<file path="src/rtl/vram_arbiter_if.sv">
// Requester and RAM-port signal bundle for vram_arbiter.
// The slave modport is the arbiter's view; master is the surrounding system's view.
interface vram_arbiter_if #(
  parameter int unsigned addr_width_g = 14
) ();
  logic                    vid_req;
  logic [addr_width_g-1:0] vid_addr;
  logic                    vid_ack;

  logic                    cpu_req;
  logic                    cpu_we;
  logic [addr_width_g-1:0] cpu_addr;
  logic [7:0]              cpu_wdata;
  logic                    cpu_ack;

  logic                    ldr_req;
  logic                    ldr_we;
  logic [addr_width_g-1:0] ldr_addr;
  logic [7:0]              ldr_wdata;
  logic                    ldr_ack;

  logic [7:0]              rdata;

  logic                    ram_enable;
  logic                    ram_wren;
  logic [addr_width_g-1:0] ram_address;
  logic [7:0]              ram_data;
  logic [7:0]              ram_q;

  modport slave (
    input  vid_req, vid_addr,
    output vid_ack,
    input  cpu_req, cpu_we, cpu_addr, cpu_wdata,
    output cpu_ack,
    input  ldr_req, ldr_we, ldr_addr, ldr_wdata,
    output ldr_ack,
    output rdata,
    output ram_enable, ram_wren, ram_address, ram_data,
    input  ram_q
  );

  modport master (
    output vid_req, vid_addr,
    input  vid_ack,
    output cpu_req, cpu_we, cpu_addr, cpu_wdata,
    input  cpu_ack,
    output ldr_req, ldr_we, ldr_addr, ldr_wdata,
    input  ldr_ack,
    input  rdata,
    input  ram_enable, ram_wren, ram_address, ram_data,
    output ram_q
  );
endinterface

</file>
<file path="src/rtl/vram_arbiter.sv">
// Shares one registered-read RAM port between video (fixed top priority) and a
// round-robin CPU/loader pair; one access may issue per cycle, acked one cycle later.
module vram_arbiter #(
  parameter int unsigned addr_width_g = 14
) (
  input logic           clock,
  input logic           reset,
  vram_arbiter_if.slave bus_io
);

  typedef enum logic {
    RrCpu,
    RrLdr
  } rr_e;

  typedef enum logic [1:0] {
    GntNone,
    GntVid,
    GntCpu,
    GntLdr
  } gnt_e;

  rr_e  rr_q, rr_d;
  gnt_e gnt;

  // One-hot {ldr, cpu, vid}: whose access occupies the RAM port this cycle.
  logic [2:0] issued_q, issued_d;
  logic [2:0] ack_q, ack_d;

  logic                    ram_enable_q, ram_enable_d;
  logic                    ram_wren_q, ram_wren_d;
  logic [addr_width_g-1:0] ram_address_q, ram_address_d;
  logic [7:0]              ram_data_q, ram_data_d;

  logic elig_vid, elig_cpu, elig_ldr;

  // A requester is masked during its issue cycle so a held req cannot issue
  // again into its own ack cycle.
  always_comb begin
    elig_vid = bus_io.vid_req & ~issued_q[0];
    elig_cpu = bus_io.cpu_req & ~issued_q[1];
    elig_ldr = bus_io.ldr_req & ~issued_q[2];

    gnt = GntNone;
    if (elig_vid) begin
      gnt = GntVid;
    end else if (elig_cpu && elig_ldr) begin
      gnt = (rr_q == RrCpu) ? GntCpu : GntLdr;
    end else if (elig_cpu) begin
      gnt = GntCpu;
    end else if (elig_ldr) begin
      gnt = GntLdr;
    end
  end

  always_comb begin
    rr_d          = rr_q;
    issued_d      = 3'b000;
    ack_d         = issued_q;
    ram_enable_d  = 1'b0;
    ram_wren_d    = 1'b0;
    ram_address_d = ram_address_q;
    ram_data_d    = ram_data_q;

    unique case (gnt)
      GntVid: begin
        ram_enable_d  = 1'b1;
        ram_address_d = bus_io.vid_addr;
        issued_d      = 3'b001;
      end
      GntCpu: begin
        ram_enable_d  = 1'b1;
        ram_wren_d    = bus_io.cpu_we;
        ram_address_d = bus_io.cpu_addr;
        ram_data_d    = bus_io.cpu_wdata;
        issued_d      = 3'b010;
        rr_d          = RrLdr;
      end
      GntLdr: begin
        ram_enable_d  = 1'b1;
        ram_wren_d    = bus_io.ldr_we;
        ram_address_d = bus_io.ldr_addr;
        ram_data_d    = bus_io.ldr_wdata;
        issued_d      = 3'b100;
        rr_d          = RrCpu;
      end
      default: begin
      end
    endcase
  end

  always_ff @(posedge clock) begin
    if (reset) begin
      rr_q          <= RrCpu;
      issued_q      <= 3'b000;
      ack_q         <= 3'b000;
      ram_enable_q  <= 1'b0;
      ram_wren_q    <= 1'b0;
      ram_address_q <= '0;
      ram_data_q    <= 8'h00;
    end else begin
      rr_q          <= rr_d;
      issued_q      <= issued_d;
      ack_q         <= ack_d;
      ram_enable_q  <= ram_enable_d;
      ram_wren_q    <= ram_wren_d;
      ram_address_q <= ram_address_d;
      ram_data_q    <= ram_data_d;
    end
  end

  assign bus_io.vid_ack     = ack_q[0];
  assign bus_io.cpu_ack     = ack_q[1];
  assign bus_io.ldr_ack     = ack_q[2];
  assign bus_io.rdata       = bus_io.ram_q;
  assign bus_io.ram_enable  = ram_enable_q;
  assign bus_io.ram_wren    = ram_wren_q;
  assign bus_io.ram_address = ram_address_q;
  assign bus_io.ram_data    = ram_data_q;

endmodule

</file>
<file path="src/flat_wrapper.sv">
// flat-port wrapper written by rule: the top's interface ports become plain ports
module vram_arbiter_flat 
#(
  parameter int unsigned addr_width_g = 14
)
  (clock, reset, bus_io_vid_req, bus_io_vid_addr, bus_io_vid_ack, bus_io_cpu_req, bus_io_cpu_we, bus_io_cpu_addr, bus_io_cpu_wdata, bus_io_cpu_ack, bus_io_ldr_req, bus_io_ldr_we, bus_io_ldr_addr, bus_io_ldr_wdata, bus_io_ldr_ack, bus_io_rdata, bus_io_ram_enable, bus_io_ram_wren, bus_io_ram_address, bus_io_ram_data, bus_io_ram_q);
  vram_arbiter_if #(.addr_width_g(addr_width_g)) bus_io_i ();
  input logic clock;
  input logic reset;
  input wire logic [$bits(bus_io_i.vid_req)-1:0] bus_io_vid_req;
  input wire logic [$bits(bus_io_i.vid_addr)-1:0] bus_io_vid_addr;
  output wire logic [$bits(bus_io_i.vid_ack)-1:0] bus_io_vid_ack;
  input wire logic [$bits(bus_io_i.cpu_req)-1:0] bus_io_cpu_req;
  input wire logic [$bits(bus_io_i.cpu_we)-1:0] bus_io_cpu_we;
  input wire logic [$bits(bus_io_i.cpu_addr)-1:0] bus_io_cpu_addr;
  input wire logic [$bits(bus_io_i.cpu_wdata)-1:0] bus_io_cpu_wdata;
  output wire logic [$bits(bus_io_i.cpu_ack)-1:0] bus_io_cpu_ack;
  input wire logic [$bits(bus_io_i.ldr_req)-1:0] bus_io_ldr_req;
  input wire logic [$bits(bus_io_i.ldr_we)-1:0] bus_io_ldr_we;
  input wire logic [$bits(bus_io_i.ldr_addr)-1:0] bus_io_ldr_addr;
  input wire logic [$bits(bus_io_i.ldr_wdata)-1:0] bus_io_ldr_wdata;
  output wire logic [$bits(bus_io_i.ldr_ack)-1:0] bus_io_ldr_ack;
  output wire logic [$bits(bus_io_i.rdata)-1:0] bus_io_rdata;
  output wire logic [$bits(bus_io_i.ram_enable)-1:0] bus_io_ram_enable;
  output wire logic [$bits(bus_io_i.ram_wren)-1:0] bus_io_ram_wren;
  output wire logic [$bits(bus_io_i.ram_address)-1:0] bus_io_ram_address;
  output wire logic [$bits(bus_io_i.ram_data)-1:0] bus_io_ram_data;
  input wire logic [$bits(bus_io_i.ram_q)-1:0] bus_io_ram_q;
  assign bus_io_i.vid_req = bus_io_vid_req;
  assign bus_io_i.vid_addr = bus_io_vid_addr;
  assign bus_io_vid_ack = bus_io_i.vid_ack;
  assign bus_io_i.cpu_req = bus_io_cpu_req;
  assign bus_io_i.cpu_we = bus_io_cpu_we;
  assign bus_io_i.cpu_addr = bus_io_cpu_addr;
  assign bus_io_i.cpu_wdata = bus_io_cpu_wdata;
  assign bus_io_cpu_ack = bus_io_i.cpu_ack;
  assign bus_io_i.ldr_req = bus_io_ldr_req;
  assign bus_io_i.ldr_we = bus_io_ldr_we;
  assign bus_io_i.ldr_addr = bus_io_ldr_addr;
  assign bus_io_i.ldr_wdata = bus_io_ldr_wdata;
  assign bus_io_ldr_ack = bus_io_i.ldr_ack;
  assign bus_io_rdata = bus_io_i.rdata;
  assign bus_io_ram_enable = bus_io_i.ram_enable;
  assign bus_io_ram_wren = bus_io_i.ram_wren;
  assign bus_io_ram_address = bus_io_i.ram_address;
  assign bus_io_ram_data = bus_io_i.ram_data;
  assign bus_io_i.ram_q = bus_io_ram_q;
  vram_arbiter #(.addr_width_g(addr_width_g)) u_core (.clock(clock), .reset(reset), .bus_io(bus_io_i));
endmodule
</file>
<file path="config.mk">
export PLATFORM = sky130hd
export DESIGN_NAME = vram_arbiter_flat
export DESIGN_NICKNAME = d
export VERILOG_FILES = /design/src/rtl/vram_arbiter_if.sv /design/src/rtl/vram_arbiter.sv /design/src/flat_wrapper.sv
export SDC_FILE = /design/constraint.sdc
export NUM_CORES = 1
export LEC_CHECK = 0
export ABC_CLOCK_PERIOD_IN_PS = 3250
export BUFFER_PORTS_ARGS = -buffer_cell sky130_fd_sc_hd__buf_4
export CELL_PAD_IN_SITES_DETAIL_PLACEMENT = 1
export CELL_PAD_IN_SITES_GLOBAL_PLACEMENT = 1
export CORE_MARGIN = 8
export CORE_UTILIZATION = 29
export DETAILED_ROUTE_END_ITERATION = 16
export PLACE_DENSITY_LB_ADDON = 0.2
export SYNTH_ARGS = -nofsm -noshare
export SYNTH_HDL_FRONTEND = slang
export SYNTH_SLANG_ARGS = --single-unit
</file>
<file path="constraint.sdc">
create_clock -name clock -period 3.25 [get_ports clock]
set_input_delay 0.65 -clock clock [delete_from_list [all_inputs] [get_ports clock]]
set_output_delay 0.65 -clock clock [all_outputs]
set_load 0.01 [all_outputs]
</file>
==> out/results.md <==
| Quantity | This run | Unit |
|---|---|---|
| Result of the run | complete, no violations | - |
| Detailed-router iteration count before antenna repair | 4 | - |
| Number of gates resized after CTS | 0 | - |
| Antenna Diode Count | 0 | - |
| Via count | 1499 | - |
| Count of routing violations after the opening detailed-route iteration | 99 | - |
| Type of the worst setup path | in -> reg | - |
| Largest net degree at the start of global routing | 33 | - |
| Post-synthesis register bit count | 31 | - |
| Clock sink total | 31 | - |
| Fraction of the yosys area taken by sequential cells | 0.424 | - |
| TritonCTS clock tree | built | - |
| Number of buffers between clock root and the deepest sink | 2 | - |
| Synthesized area per cell | 8.97 | µm² |
| Number of global-route vias before repair | 1566 | - |
| Number of setup violations in the final report | 0 | - |
| End of the worst register-to-register path | u_core.bus_io.ram_address[5] | - |
| Multiplexer share of the synthesized area | 0 | - |
| Actual transition at the worst max-transition pin | 1.12 | ns |
| Post-synthesis cell area | 1460 | µm² |
| Setup repair after global routing missed its margin | false | - |
| Total half-perimeter wirelength after legalization and detailed placement | 3.86 | mm |
| Max-slew violation count | 0 | - |
| Simple logic cell fraction of the synthesized area | 0.197 | - |
| Number of distinct standard cells referenced by the synthesized netlist | 28 | - |
| Slew margin rel. | 0.255 | - |
| TritonCTS Buffers | 5 | - |
| Quantity of I/O buffers inserted on ports | 91 | - |
| Antenna violations before repair | 0 | - |
| Post-CTS clock slew at the launch and capture registers of the worst setup and hold paths | 0.07 | ns |
| Slowest stage delay, CP | 0.66 | ns |
| Final Hold Violating Endpoints | 0 | - |
| Overall fraction of global-route tracks in use | 0.139 | - |
| Number of setup buffers added after CTS | 0 | - |
| Worst Setup Start Kind | input pin | - |
| Compound-cell area share of the yosys netlist | 0.287 | - |
| Yosys warns | 0 | - |
| Worst R2R Path Depth | 4 | - |
| Final Cycle Share | 0.655 | - |
| Avg Vias per Cell | 4.82 | - |
| Syn nets | 236 | - |
| Most frequent cells in the layout | sky130_fd_sc_hd__buf_4 (92), sky130_fd_sc_hd__dfxtp_1 (31), sky130_fd_sc_hd__nor2_1 (19) | - |
| Starting density of the core | 0.294 | - |
| Antenna-violating nets left | 0 | - |
| Die outline width | 87.0 | µm |
| Floorplan die height | 87.0 | µm |
| Required @ worst endpoint | 3.46 | ns |
| Root Buffer | sky130_fd_sc_hd__clkbuf_8 | - |
| Destination of the critical timing path | u_core.bus_io.ram_address[7] | - |
| Min-delay worst type | reg -> reg | - |
| Final weighted congestion in routability-driven placement | 0.713 | - |
| Total congestion overflow | 0 | - |
| Endpoint kind of the worst setup timing path | flop | - |
| Hold-fix buffers, CTS | 0 | - |
| Post-Synthesis Cells | 163 | - |
| Chain of cells forming the critical path | buf_4, nor2b_1, a2111oi_4, buf_4, a22oi_1, a211oi_2 | - |
| Reg2reg start | u_core.ack_d[2] | - |
| Total Nets Final | 313 | - |
| # Max-Cap Violations | 0 | - |
| Floorplan die area | 7570 | µm² |
| Final setup TNS | 0 | ns |
| Core area | 4980 | µm² |
| Largest fanout on the critical path | 10 | - |
| Synth-to-layout area growth | 53.5 | % |
| Total leakage power | 0.00103 | µW |
| Final critical-path required period | 2.13 | ns |
| Critical path arrival | 2.34 | ns |
| Dominant combinational cell family by area after synthesis | compound AO/OA/AOI/OAI gates | - |
| Max H-tree Level | 2 | - |
| F_max | 470 | MHz |
| Worst-case vdd ir drop | 0.000251 | V |
| Post-Place Worst Slack | 0.807 | ns |
| Most common cell after layout, fill and taps aside | sky130_fd_sc_hd__buf_4 | - |
| Worst clock skew on the final layout | 0.00322 | ns |
| Row cnt | 26 | - |
| Global-route wire length before repair | 8.10 | mm |
| Post-Synth Adder-Cell Area | 0 | - |
| Worst-case setup margin in the final layout | 1.12 | ns |
| Average detailed-routed wire length per instance | 16.8 | µm |
| Number of remaining DRC errors | 0 | - |
| R2R setup slack | 1.26 | ns |
| Library cell appearing most often on the critical path | sky130_fd_sc_hd__buf_4 | - |
| Clock latency of the later-clocked register in the worst-skew pair | 0.29 | ns |
| Worst setup path startpoint | bus_io_vid_req | - |
| Parity-gate share of the synthesized area counting xor and xnor cells | 0 | - |
| Slowest cell on crit path | sky130_fd_sc_hd__a2111oi_4 | - |
| Total power per unit cell area | 502 | nW/µm² |
| I/O pin total | 108 | - |
| Wirelength, routed | 5.23 | mm |
| Fraction of layout cells with a size suffix above 1 | 0.448 | - |
synth_stat cells, drive strengths merged:
cell type | count | area share
nor2 | 19 | 0.049
o22ai | 6 | 0.026
and2b | 1 | 0.0068
buf | 14 | 0.069
nand3b | 6 | 0.031
dfxtp | 31 | 0.42
nor2b | 7 | 0.030
a222oi | 2 | 0.014
nor3 | 1 | 0.0034
nand2b | 1 | 0.0043
o21ai | 16 | 0.055
clkbuf | 8 | 0.021
a2111oi | 1 | 0.019
a311oi | 5 | 0.030
or3 | 1 | 0.0043
and3 | 10 | 0.043
or3b | 1 | 0.0060
a211oi | 9 | 0.063
nand2 | 6 | 0.015
a21oi | 1 | 0.0034
inv | 1 | 0.0026
a22oi | 15 | 0.077
or2 | 1 | 0.0043
how the worst min path moves through the flow:
| stage | start | endpoint | slack, ns | depth (start not counted) |
|---|---|---|---|---|
| detailed placement | u_core.ack_d[2] | u_core.ack_q[2] | 0.47 | 1 |
| CTS | u_core.ack_d[2] | u_core.ack_q[2] | 0.48 | 1 |
| global placement | u_core.ack_d[2] | u_core.ack_q[2] | 0.46 | 1 |
| global route | u_core.ack_d[2] | u_core.ack_q[2] | 0.48 | 1 |
| floorplan | u_core.ack_d[2] | u_core.ack_q[2] | 0.43 | 1 |
| finish | u_core.ack_d[2] | u_core.ack_q[2] | 0.47 | 1 |
report_power, final:
group          switching [µW]  internal (µW)
sequential               17.3            413
clock                     150            306
combinational             112            129
total                     280            848
area by class of cell:
| class | count | area, µm² |
|---|---|---|
| clock buffers | 6 | 72.6 |
| clock inverters | 2 | 60.1 |
| fillers | 600 | 2730 |
| inverters | 1 | 3.75 |
| multi-input cells | 109 | 711 |
| flip-flops and latches | 31 | 621 |
| well taps | 70 | 87.6 |
| repair buffers | 92 | 691 |
flip-flops by register name (all words and copies together), names as in the netlist:
register                   cells
u_core.bus_io.ram_enable       1
u_core.rr_q                    1
u_core.ack_d                   3
u_core.bus_io.ram_data         8
u_core.ack_q                   3
u_core.bus_io.ram_wren         1
u_core.bus_io.ram_address     14
per-stage QoR:
stage | power (µW) | hold slack, ns | instance area [µm²] | utilization | instances
2_1_floorplan | 564 | 0.429 | 1460 | - | 163
3_3_place_gp | 681 | 0.463 | 2110 | 0.425 | 303
3_5_place_dp | 684 | 0.475 | 2110 | 0.425 | 303
4_1_cts | 1140 | 0.482 | 2250 | 0.451 | 311
5_1_grt | 1180 | 0.483 | 2250 | 0.451 | 311
6_report | 1130 | 0.473 | 2250 | 0.451 | 311
kinds of logic (layout without fill, tap and decap cells):
group,count (synthesis),in the layout
AO/OA/AOI/OAI,55,55
flip-flops,31,31
AND/OR/NAND/NOR,54,54
buffers and inverters,23,101
worst max-delay path: cells and delay by family:
| kind | cells | cell delay (ns) |
|---|---|---|
| AO/OA/AOI/OAI | 3 | 1.05 |
| buffers and inverters | 2 | 0.40 |
| AND/OR/NAND/NOR | 1 | 0.22 |
metal layers:
layer,vias to the layer above,global-route usage,wire (µm)
li1,745,-,-
met1,682,0.164,2280
met2,60,0.214,2390
met3,12,0.0660,484
met4,0,0.0454,71
met5,-,0,0
No activity file was read; power rests on OpenSTA's default activity.
